## config.mk

```make
export PLATFORM = sky130hd
export DESIGN_NAME = dff_bank_arbiter
export DESIGN_NICKNAME = d
export VERILOG_FILES = /design/src/rtl/dff_bank_arbiter.sv
export SDC_FILE = /design/constraint.sdc
export NUM_CORES = 1
export LEC_CHECK = 0
export ABC_AREA = 1
export ABC_CLOCK_PERIOD_IN_PS = 2500
export BUFFER_PORTS_ARGS = -buffer_cell sky130_fd_sc_hd__buf_2
export CAP_MARGIN = 0
export CORE_MARGIN = 5
export CORE_UTILIZATION = 51
export CTS_CLUSTER_DIAMETER = 30
export DETAILED_ROUTE_END_ITERATION = 10
export PLACE_DENSITY = 0.8
export SLEW_MARGIN = 20
export SYNTH_ARGS = -nofsm -noshare
export SYNTH_HDL_FRONTEND = slang
export SYNTH_SLANG_ARGS = --single-unit
```

## constraint.sdc

```tcl
create_clock -name clk -period 2.5 [get_ports clk]
set_input_delay 0.625 -clock clk [delete_from_list [all_inputs] [get_ports clk]]
set_output_delay 0.625 -clock clk [all_outputs]
set_load 0.005 [all_outputs]
```

## src/rtl/dff_bank_arbiter.sv

```systemverilog
// dff_bank_arbiter: round-robin write arbiter with lockable tenure over one shared WIDTH-bit register
module dff_bank_arbiter #(
  parameter int NREQ = 4,
  parameter int WIDTH = 8,
  parameter int MAX_HOLD = 8,
  localparam int OW = (NREQ > 1) ? $clog2(NREQ) : 1,
  localparam int HW = $clog2(MAX_HOLD + 1)
) (
  input  logic                  clk,
  input  logic                  reset,
  input  logic [NREQ-1:0]       req,
  input  logic [NREQ-1:0]       lock,
  input  logic [NREQ*WIDTH-1:0] wdata,
  output logic [NREQ-1:0]       grant,
  output logic [NREQ-1:0]       ack,
  output logic [WIDTH-1:0]      q,
  output logic [OW-1:0]         owner,
  output logic                  busy
);
  typedef enum logic {IDLE, OWNED} state_t;
  localparam logic [NREQ-1:0] ONE = NREQ'(1);
  state_t state_q, state_d;
  logic [NREQ-1:0] grant_q, grant_d, ack_q, ack_d;
  logic [WIDTH-1:0] q_q, q_d;
  logic [OW-1:0] owner_q, owner_d, rr_q, rr_d, win, idx;
  logic [HW-1:0] hold_q, hold_d;
  logic found, rel, idle;
  function automatic logic [OW-1:0] nxt(input logic [OW-1:0] x);
    return (int'(x) == NREQ - 1) ? '0 : x + 1'b1;
  endfunction
  always_comb begin
    found = 1'b0;
    win = '0;
    idx = '0;
    for (int k = 0; k < NREQ; k++) begin
      idx = OW'((int'(rr_q) + k) % NREQ);
      if (!found && req[idx]) begin
        found = 1'b1;
        win = idx;
      end
    end
    idle = state_q == IDLE;
    rel = !lock[owner_q] || hold_q == HW'(MAX_HOLD);
    state_d = idle ? ((found && lock[win]) ? OWNED : IDLE) : (rel ? IDLE : OWNED);
    grant_d = idle ? (found ? ONE << win : '0) : (rel ? '0 : ONE << owner_q);
    ack_d = idle ? (found ? ONE << win : '0) : ((rel || !req[owner_q]) ? '0 : ONE << owner_q);
    q_d = (idle && found) ? wdata[win*WIDTH +: WIDTH] :
          (!idle && !rel && req[owner_q]) ? wdata[owner_q*WIDTH +: WIDTH] : q_q;
    owner_d = (idle && found) ? win : owner_q;
    hold_d = idle ? HW'(1) : hold_q + 1'b1;
    rr_d = idle ? ((found && !lock[win]) ? nxt(win) : rr_q) : (rel ? nxt(owner_q) : rr_q);
  end
  always_ff @(posedge clk) begin
    if (reset) begin
      state_q <= IDLE;
      grant_q <= '0;
      ack_q <= '0;
      q_q <= '0;
      owner_q <= '0;
      rr_q <= '0;
      hold_q <= '0;
    end else begin
      state_q <= state_d;
      grant_q <= grant_d;
      ack_q <= ack_d;
      q_q <= q_d;
      owner_q <= owner_d;
      rr_q <= rr_d;
      hold_q <= hold_d;
    end
  end
  assign grant = grant_q;
  assign ack = ack_q;
  assign q = q_q;
  assign owner = owner_q;
  assign busy = state_q == OWNED;
endmodule
```

* Word level (Yosys, flattened, before mapping) *
Index checks and enable logic that the tools add are counted.

cells by class
  reductions and logical operators = 21
  bitwise operators = 1
  equal/unequal tests = 4
  order comparisons = 6
  mux-type cells = 38
  multiply operators = 0
  divide/modulo/power cells = 0
  shifts and indexed selects = 4
  add/subtract/negate cells = 6

operators by type and width
  kind                   number
  $shiftx A32 B6 Y8      2
  $mux W4                5
  $lt A2 B3 Y1 const B   6
  $mux W2                9
  $mux W8                2
  $mux W1                15
  $bmux W1 S2            7
  $logic_and A1 B1 Y1    8
  $shl A1 B2 Y4 const A  2
  $logic_not A1 Y1       7
  $add A2 B1 Y2 const B  3
  $add A2 B2 Y2 const B  2
  $add A4 B1 Y4 const B  1
  $eq A2 B1 Y1 const B   2
  $eq A4 B4 Y1 const B   1
  $reduce_bool A2 Y1     2
  $logic_or A1 B1 Y1     2
  $ne A2 B1 Y1 const B   1
  $reduce_and A2 Y1      1
  $reduce_or A2 Y1       1
  $not A1 Y1             1

storage, ports and cells
  bits in read-only memories = 0
  flip-flop bits (word level) = 25
  logic and storage cells = 88
  memories = 0
  bits in writable memories = 0
  latch bits = 0
  input bits = 42
  output and inout port bits = 19

* Longest topological paths before layout *
Gate-level depths: netlist of run 1.

  depth in word-level cells = 18
  gate-level depth with buffers = 18
  mapped depth without buffers = 17

* Worst setup path after synthesis of run 1 *
OpenSTA, ideal clock, no wires.

  path kind = input -> register
  from = input req[3]
  to = register rr_q[1]
  stages on the path = 13
  buffers on the path = 0
  setup slack = 442 ps
  data required time = 2,385 ps
  arrival = 1,943 ps
  library setup time = 115 ps
  cell sequence = inv_1 > nand2_1 > nand3_2 > nand2_4 > nor2_8 > nand4_1 > nand2_1 > inv_1 > ha_1 > nand2_1 > nand2_1 > a21oi_1 > nor2_1

between the ends
  longest elaborated chain between the ends = 18
  elaborated cells on any way between the ends = 33
  those cells by class = add/sub (1); eq/ne (1); mux (21); reduce/logical (10)

RTL lines
  item                                 RTL line  text
  start, declared                      11        input logic [NREQ-1:0] req,
  $bmux W1 S2                          37        if (!found && req[idx]) begin
  $mux W1 (implied by the code)        37
  $mux W1                              37
  $logic_not A1 Y1                     37
  $logic_and A1 B1 Y1                  37
  $mux W1                              37
  $logic_not A1 Y1                     37
  $logic_and A1 B1 Y1                  37
  [3 not listed]                       --
  $mux W2 (*)                          37
  net win[1]                           25        logic [OW-1:0] owner_q, owner_d, rr_q, rr_d, win, idx;
  $bmux W1 S2                          51        rr_d = idle ? ((found && !lock[win]) ? nxt(win) : rr_q) : (rel ? nxt(owner_q) : rr_q);
  $mux W1 (implied by the code)        51
  $logic_not A1 Y1                     51
  $logic_and A1 B1 Y1                  51
  $reduce_bool A2 Y1 (no source line)  --
  $reduce_and A2 Y1 (no source line)   --
  end signal, assigned                 68        rr_q <= rr_d;
  end, declared                        25

Mark *: on every way through the listed nets, which the timed path passes. The rest lies on a longest branch. The select of a mux whose other input is x is not followed.
A chain may end at the register's enable or synchronous reset.

* Final worst setup path of run 1 *
  from = register rr_q[0]
  to = register rr_q[1]

between the ends
  longest elaborated chain between the ends = 18
  elaborated cells on any way between the ends = 36
  those cells by class = add/sub (4); eq/ne (1); mux (21); reduce/logical (10)

RTL lines
  item                                                                    RTL line
  parallel branches: the longest is 11 deep, another holds $add A2 B1 Y2  --
  $mux W2 (*)                                                             37
  net win[0]                                                              25
  $bmux W1 S2                                                             51
  $mux W1 (implied by the code)                                           51
  $logic_not A1 Y1                                                        51
  $logic_and A1 B1 Y1                                                     51
  $reduce_bool A2 Y1 (no source line)                                     --
  $reduce_and A2 Y1 (no source line)                                      --

Mark *: on every way through the listed nets, which the timed path passes. The select of a mux whose other input is x is not followed.

==> results of run 1 <==
flip-flops by register name, indices dropped and copies added, names as in the netlist:
register,count
busy,1
grant,4
rr_q,2
q,8
owner,2
ack,4
hold_q,4
synth_stat cells:
cell type  count
inv_4          1
nand3_1       28
o22ai_1        2
xnor2_1        1
a22o_1         1
a21boi_0       4
ha_1          10
nand2_8        1
dfxtp_1       25
clkbuf_2       1
nand2_1       97
inv_1         60
nor2_8         1
o21ai_1        8
buf_6          2
nand2_2        6
o21ai_4        4
inv_6          1
nor2_1        10
nand4_1        3
buf_8          1
nand2_4        5
a21oi_1       11
o21ai_0       13
clkbuf_1       1
o21bai_1       1
nand3_4        1
nand3_2        2
nor2_2         1
buf_4          1
inv_2          3
path summary, 6_finish.rpt:
path / start / endpoint / cells after the start
worst max-delay path: rr_q[0]$_SDFFE_PP0P_ / rr_q[1]$_SDFFE_PP0P_ / 13
worst min-delay path: hold_q[3]$_SDFF_PP0_ / hold_q[3]$_SDFF_PP0_ / 2
worst max register to register: rr_q[0]$_SDFFE_PP0P_ / rr_q[1]$_SDFFE_PP0P_ / 13
worst min register to register: hold_q[3]$_SDFF_PP0_ / hold_q[3]$_SDFF_PP0_ / 2
critical path: stages (launching register included):
cell and delay [ns]:
dfxtp_2 0.48, inv_6 0.08, nand2_1 0.11, nand3_2 0.11
nand2_4 0.12, inv_1 0.06, nand3_1 0.14, nand2_1 0.19
nor2_1 0.25, ha_1 0.29, nand2_1 0.07, nand2_1 0.05
a21oi_1 0.13, nor2_1 0.06
power by group through the flow:
stage	registers [mW]	logic, mW	clock network (mW)
6_report	0.624	2.20	0.246
5_1_grt	0.640	2.50	0.266
4_1_cts	0.622	2.15	0.252
3_5_place_dp	0.630	2.14	0
3_3_place_gp	0.631	2.12	0
2_1_floorplan	0.632	1.72	0
through the flow:
stage	utilization	cells	cell area, um^2	power [mW]	hold slack, ns
2_1_floorplan	-	306	1960	2.35	0.449
3_3_place_gp	0.623	412	2300	2.75	0.461
3_5_place_dp	0.623	412	2300	2.77	0.467
4_1_cts	0.636	416	2340	3.03	0.481
5_1_grt	0.638	417	2350	3.40	0.501
6_report	0.638	417	2350	3.07	0.476
cell type report:
class / count / share of cell area
multi-input combinational: 211 / 0.495
sequential: 25 / 0.213
timing repair buffer: 64 / 0.140
inverter: 65 / 0.107
tap: 48 / 0.0255
clock buffer: 3 / 0.0175
clock inverter: 1 / 0.00213
per-layer routing:
layer  track usage  share of wire  vias up
met3        0.0416          0.089        6
met4        0.0418         0.0095        0
met1         0.245           0.44      891
li1              -              -     1072
met5             0              0        -
met2         0.298           0.47       79
logic make-up after synthesis:
kind of cell	after synthesis
flip-flops	25
AND/OR/NAND/NOR	155
AO/OA/AOI/OAI	44
adder cells (fa/ha/maj)	10
buffers and inverters	71
XOR/XNOR	1
what timing repair did:
| item | CTS | global route |
|---|---|---|
| hold endpoints to repair | 0 | 0 |
| endpoints found under the setup margin | 0 | 10 |
| hold buffers | 0 | 0 |
| setup buffers | 0 | 0 |
| gates resized for setup | 0 | 1 |
==> summary.md, run 1 <==
| Metric | Value |
|---|---|
| Worst Path Arrival | 2.42 ns |
| Post-synth top area share | 0.255 |
| Num CTS Buffers | 3 |
| Largest net degree at the start of global routing | 24 |
| Area growth from synthesis to final layout | 20.0% |
| CTS tree | yes |
| Max transition margin | 0.722 |
| Die Span Y | 72.0 um |
| Fin Setup TNS | 0 ns |
| ANT nets after route | 0 |
| Vias/cell | 4.91 |
| Sequential area share after synthesis | 0.255 |
| Crit path max fanout | 10 |
| Combinational power share | 0.716 |
| # setup viols final | 0 |
| Warnings from Yosys | 0 |
| GRT overflow | 0 |
| Clock Latency Late Sink | 0.27 ns |
| Initial DRC Count | 145 |
| Final Hold Fails | 0 |
| DP Worst Slack | 0.126 ns |
| # port buffers | 60 |
| First-pass GRT wire length | 7860 um |
| GRT Overall Usage | 0.183 |
| Filler cells | 363 |
| Cell variety after synth | 31 |
| Initial antenna violation count | 0 |
| Post-Synth Simple-Gate Area | 0.376 |
| Largest family of logic cells by synthesized area | simple AND/OR/NAND/NOR gates |
| Post-synthesis instance total | 306 |
| ANT cells | 0 |
| Final Max Tran Viols | 0 |
| H-tree depth | 1 |
| Sequential Area | 502 um^2 |
| Synth Cell Area | 1960 um^2 |
| Final critical-path share of the clock period | 0.898 |
| Tightest Pin Transition | 0.418 ns |
| Worst-path clk slew | 0.09 ns |
| Num ports | 61 |
| Compound-cell area share of the yosys netlist | 0.145 |
| Setup ws final | 0.255 ns |
| Core ar. | 3690 um^2 |
| Worst setup SP type | flip-flop |
| Fraction of layout cells with a size suffix above 1 | 0.260 |
| Xor/xnor cell area share of the yosys netlist | 0.00446 |
| Most frequent cells in the layout | nand2_1, inv_1, buf_2 |
| Hold Crit Class | flip-flop to flip-flop |
| FP Rows | 22 |
| F_max | 445 MHz |
| Vias | 2048 |
| Clock Path Buffers | 2 |
| Status | complete, no violations |
| Flop2flop setup slack | 0.26 ns |
| Dpl hpwl | 3690 um |
| Seq cells post-synth | 25 |
| Leak Pwr | 1.41 nW |
| Die area | 5190 um^2 |
| Worst EP required | 2.67 ns |
| RSZ-0062 raised after global routing | no |
| Mux contribution to synthesized area | 0 |
| Ranking of synthesized cells by area | dfxtp_1, nand2_1, inv_1 |
| PD cells | 1300 nW/um^2 |
| Drt total wl | 4760 um |
| Vias in the first global route | 1823 |
| Critical Setup Path Class | flip-flop to flip-flop |
| Drt drc | 0 |
| Root Buffer | clkbuf_8 |
| Clock share of power | 0.080 |
| Most common cell after layout, fill and taps aside | nand2_1 |
| Critical path endpoint category | flip-flop |
| Max IR drop VDD | 0.582 mV |
| Dominant cell type by area after synthesis | dfxtp_1 |
| Net Sw Frac | 0.533 |
| Reg power frac | 0.204 |
| DR WL/cell | 11.4 um |
| Net Switching | 1.64 mW |
| Max_cap viols | 0 |
| Area of the multi-input gates | 1160 um^2 |
| Pre-antenna DRT Iters | 4 |
| Syn Nets | 358 |
| Die width | 72.0 um |
| Synth Area in Adders | 0.0638 |
| Post-Route Skew | 0.00147 ns |
| Post-layout nets | 422 |
| Int Power | 1.43 mW |
| Syn Area/Cell | 6.41 um^2 |
| Final worst path period need | 2.24 ns |
| Placer Congestion | 0.922 |
| Initial Util | 0.532 |
| Clk sinks | 25 |
No activity file was read; power rests on OpenSTA's default activity.
==> inputs of run 2 (changes only) <==
--- a/config.mk
+++ b/config.mk
@@ -8,3 +8,3 @@
 export ABC_AREA = 1
-export ABC_CLOCK_PERIOD_IN_PS = 2500
+export ABC_CLOCK_PERIOD_IN_PS = 2000
 export BUFFER_PORTS_ARGS = -buffer_cell sky130_fd_sc_hd__buf_2
@@ -12,6 +12,6 @@
 export CORE_MARGIN = 5
-export CORE_UTILIZATION = 51
+export CORE_UTILIZATION = 47
 export CTS_CLUSTER_DIAMETER = 30
 export DETAILED_ROUTE_END_ITERATION = 10
-export PLACE_DENSITY = 0.8
+export PLACE_DENSITY = 0.77
 export SLEW_MARGIN = 20
==> constraint.sdc (replaced) <==
create_clock -name clk -period 2 [get_ports clk]
set_input_delay 0.5 -clock clk [delete_from_list [all_inputs] [get_ports clk]]
set_output_delay 0.5 -clock clk [all_outputs]
set_load 0.1 [all_outputs]
==> summary.md, run 2 (synthesis results as in run 1) <==
| Metric | Value |
|---|---|
| Status | finished with violations |
| Failing checks | setup timing |
| Crit path largest cell delay | 0.37 ns |
| Worst-path clk slew | 0.09 ns |
| FP Rows | 23 |
| Most common cell after layout, fill and taps aside | nand2_1 |
| # hold bufs at CTS | 0 |
| Worst EP required | 2.19 ns |
| Vias | 2334 |
| F_max | 483 MHz |
| Vias in the first global route | 2177 |
| Drt drc | 0 |
| Initial Util | 0.487 |
| Post-Route Skew | 0.0106 ns |
| Pre-antenna DRT Iters | 5 |
| Largest net degree at the start of global routing | 17 |
| Worst Path Arrival | 2.26 ns |
| # setup viols final | 11 |
| Vias/cell | 5.23 |
| DR WL/cell | 14.5 um |
| CTS tree | yes |
| Post-layout nets | 449 |
| Final Hold Fails | 0 |
| Area growth from synthesis to final layout | 47.6% |
| Max FFs per register | 8 |
| Worst setup SP type | flip-flop |
| Num ports | 61 |
| Most frequent cells in the layout | nand2_1, buf_2, inv_1 |
| Final Max Tran Viols | 0 |
| Num CTS Buffers | 3 |
| ANT nets after route | 0 |
| Core ar. | 4030 um^2 |
| RSZ-0062 raised after global routing | yes |
| Final worst path period need | 2.07 ns |
| Max transition margin | 0.673 |
| Tightest Pin Transition | 0.494 ns |
| Most frequent CP cell | nand2_1 |
| Initial antenna violation count | 0 |
| Critical Setup Path Class | flip-flop to flip-flop |
| Initial DRC Count | 136 |
| Final critical-path share of the clock period | 1.04 |
| GRT overflow | 0 |
| H-tree depth | 1 |
| Drt total wl | 6470 um |
| Hold Crit Class | flip-flop to flip-flop |
| Dpl cell area | 2460 um^2 |
| Die Span Y | 74.6 um |
| Clock Latency Late Sink | 0.28 ns |
| Clk sinks | 25 |
| Clock Path Buffers | 2 |
| Fraction of layout cells with a size suffix above 1 | 0.427 |
| CP max stage cell | dfxtp_4 |
| Die area | 5570 um^2 |
| Critical path endpoint category | flip-flop |
| Post-route cell area | 2900 um^2 |
| Die width | 74.6 um |
| GRT Overall Usage | 0.222 |
| Placer Congestion | 0.922 |
| Crit path max fanout | 10 |
| Root Buffer | clkbuf_8 |
| Max_cap viols | 0 |
| Cells along the critical path | buf_12 -> nand2_1 -> nand3_1 -> nand2_2 -> inv_2 -> nand3_4 -> nand2_8 -> inv_4 -> nand2_2 -> nand2_4 -> nand2_1 -> nand3_2 -> nand3_1 -> nand2_1 -> inv_1 |
| # port buffers | 60 |
| Dpl hpwl | 3920 um |
| First-pass GRT wire length | 9620 um |
| ANT cells | 0 |
| Setup ws final | -0.0712 ns |
[run 2: area by class of cell]
type | instances | area, um^2
Clock buffer | 4 | 45.0
Fill cell | 325 | 1130
Inverter | 65 | 256
Multi-Input combinational cell | 213 | 1420
Sequential cell | 25 | 513
Tap cell | 50 | 62.6
Timing Repair Buffer | 89 | 596
[run 2: through the flow]
step,setup WS (ns),hold slack (ns),std cells,util,TNS [ns]
2_1_floorplan,0.0617,0.449,306,-,0
6_report,-0.0712,0.483,446,0.719,-0.360
3_3_place_gp,-0.163,0.458,432,0.610,-1.98
3_5_place_dp,-0.238,0.474,432,0.610,-2.82
4_1_cts,0.000378,0.486,442,0.679,0
5_1_grt,-0.202,0.512,446,0.719,-2.28
[run 2: final timing paths]
check                       start                    to  slack (ns)  cells after the start
min reg2reg  hold_q[3]$_SDFF_PP0_  hold_q[3]$_SDFF_PP0_        0.48                      2
max          rr_q[0]$_SDFFE_PP0P_     q[2]$_SDFFE_PP0P_       -0.07                     15
max reg2reg  rr_q[0]$_SDFFE_PP0P_     q[2]$_SDFFE_PP0P_       -0.07                     15
min          hold_q[3]$_SDFF_PP0_  hold_q[3]$_SDFF_PP0_        0.48                      2
[run 2: repair_timing]
action,in CTS,in global routing
endpoints found under the setup margin,16,17
setup buffers,3,2
resized for setup,43,34
pin swaps,14,21
cloned,3,2
[run 2: per-layer routing]
layer / global-route usage / wire, um
met1: 0.270 / 2580
met3: 0.0320 / 431
met2: 0.393 / 3290
met5: 0 / 0
met4: 0.0850 / 165
[run 2: critical path: cells and delay by family, from the launching register on]
kind | cells | cell delay (ns)
DFF | 1 | 0.37
and+or+nand+nor | 11 | 1.22
buffers and inverters | 4 | 0.39
Power of run 2 is left out: the tool's default activity adds up to more than one toggle a clock period on the data nets, which glitch-free logic cannot reach.
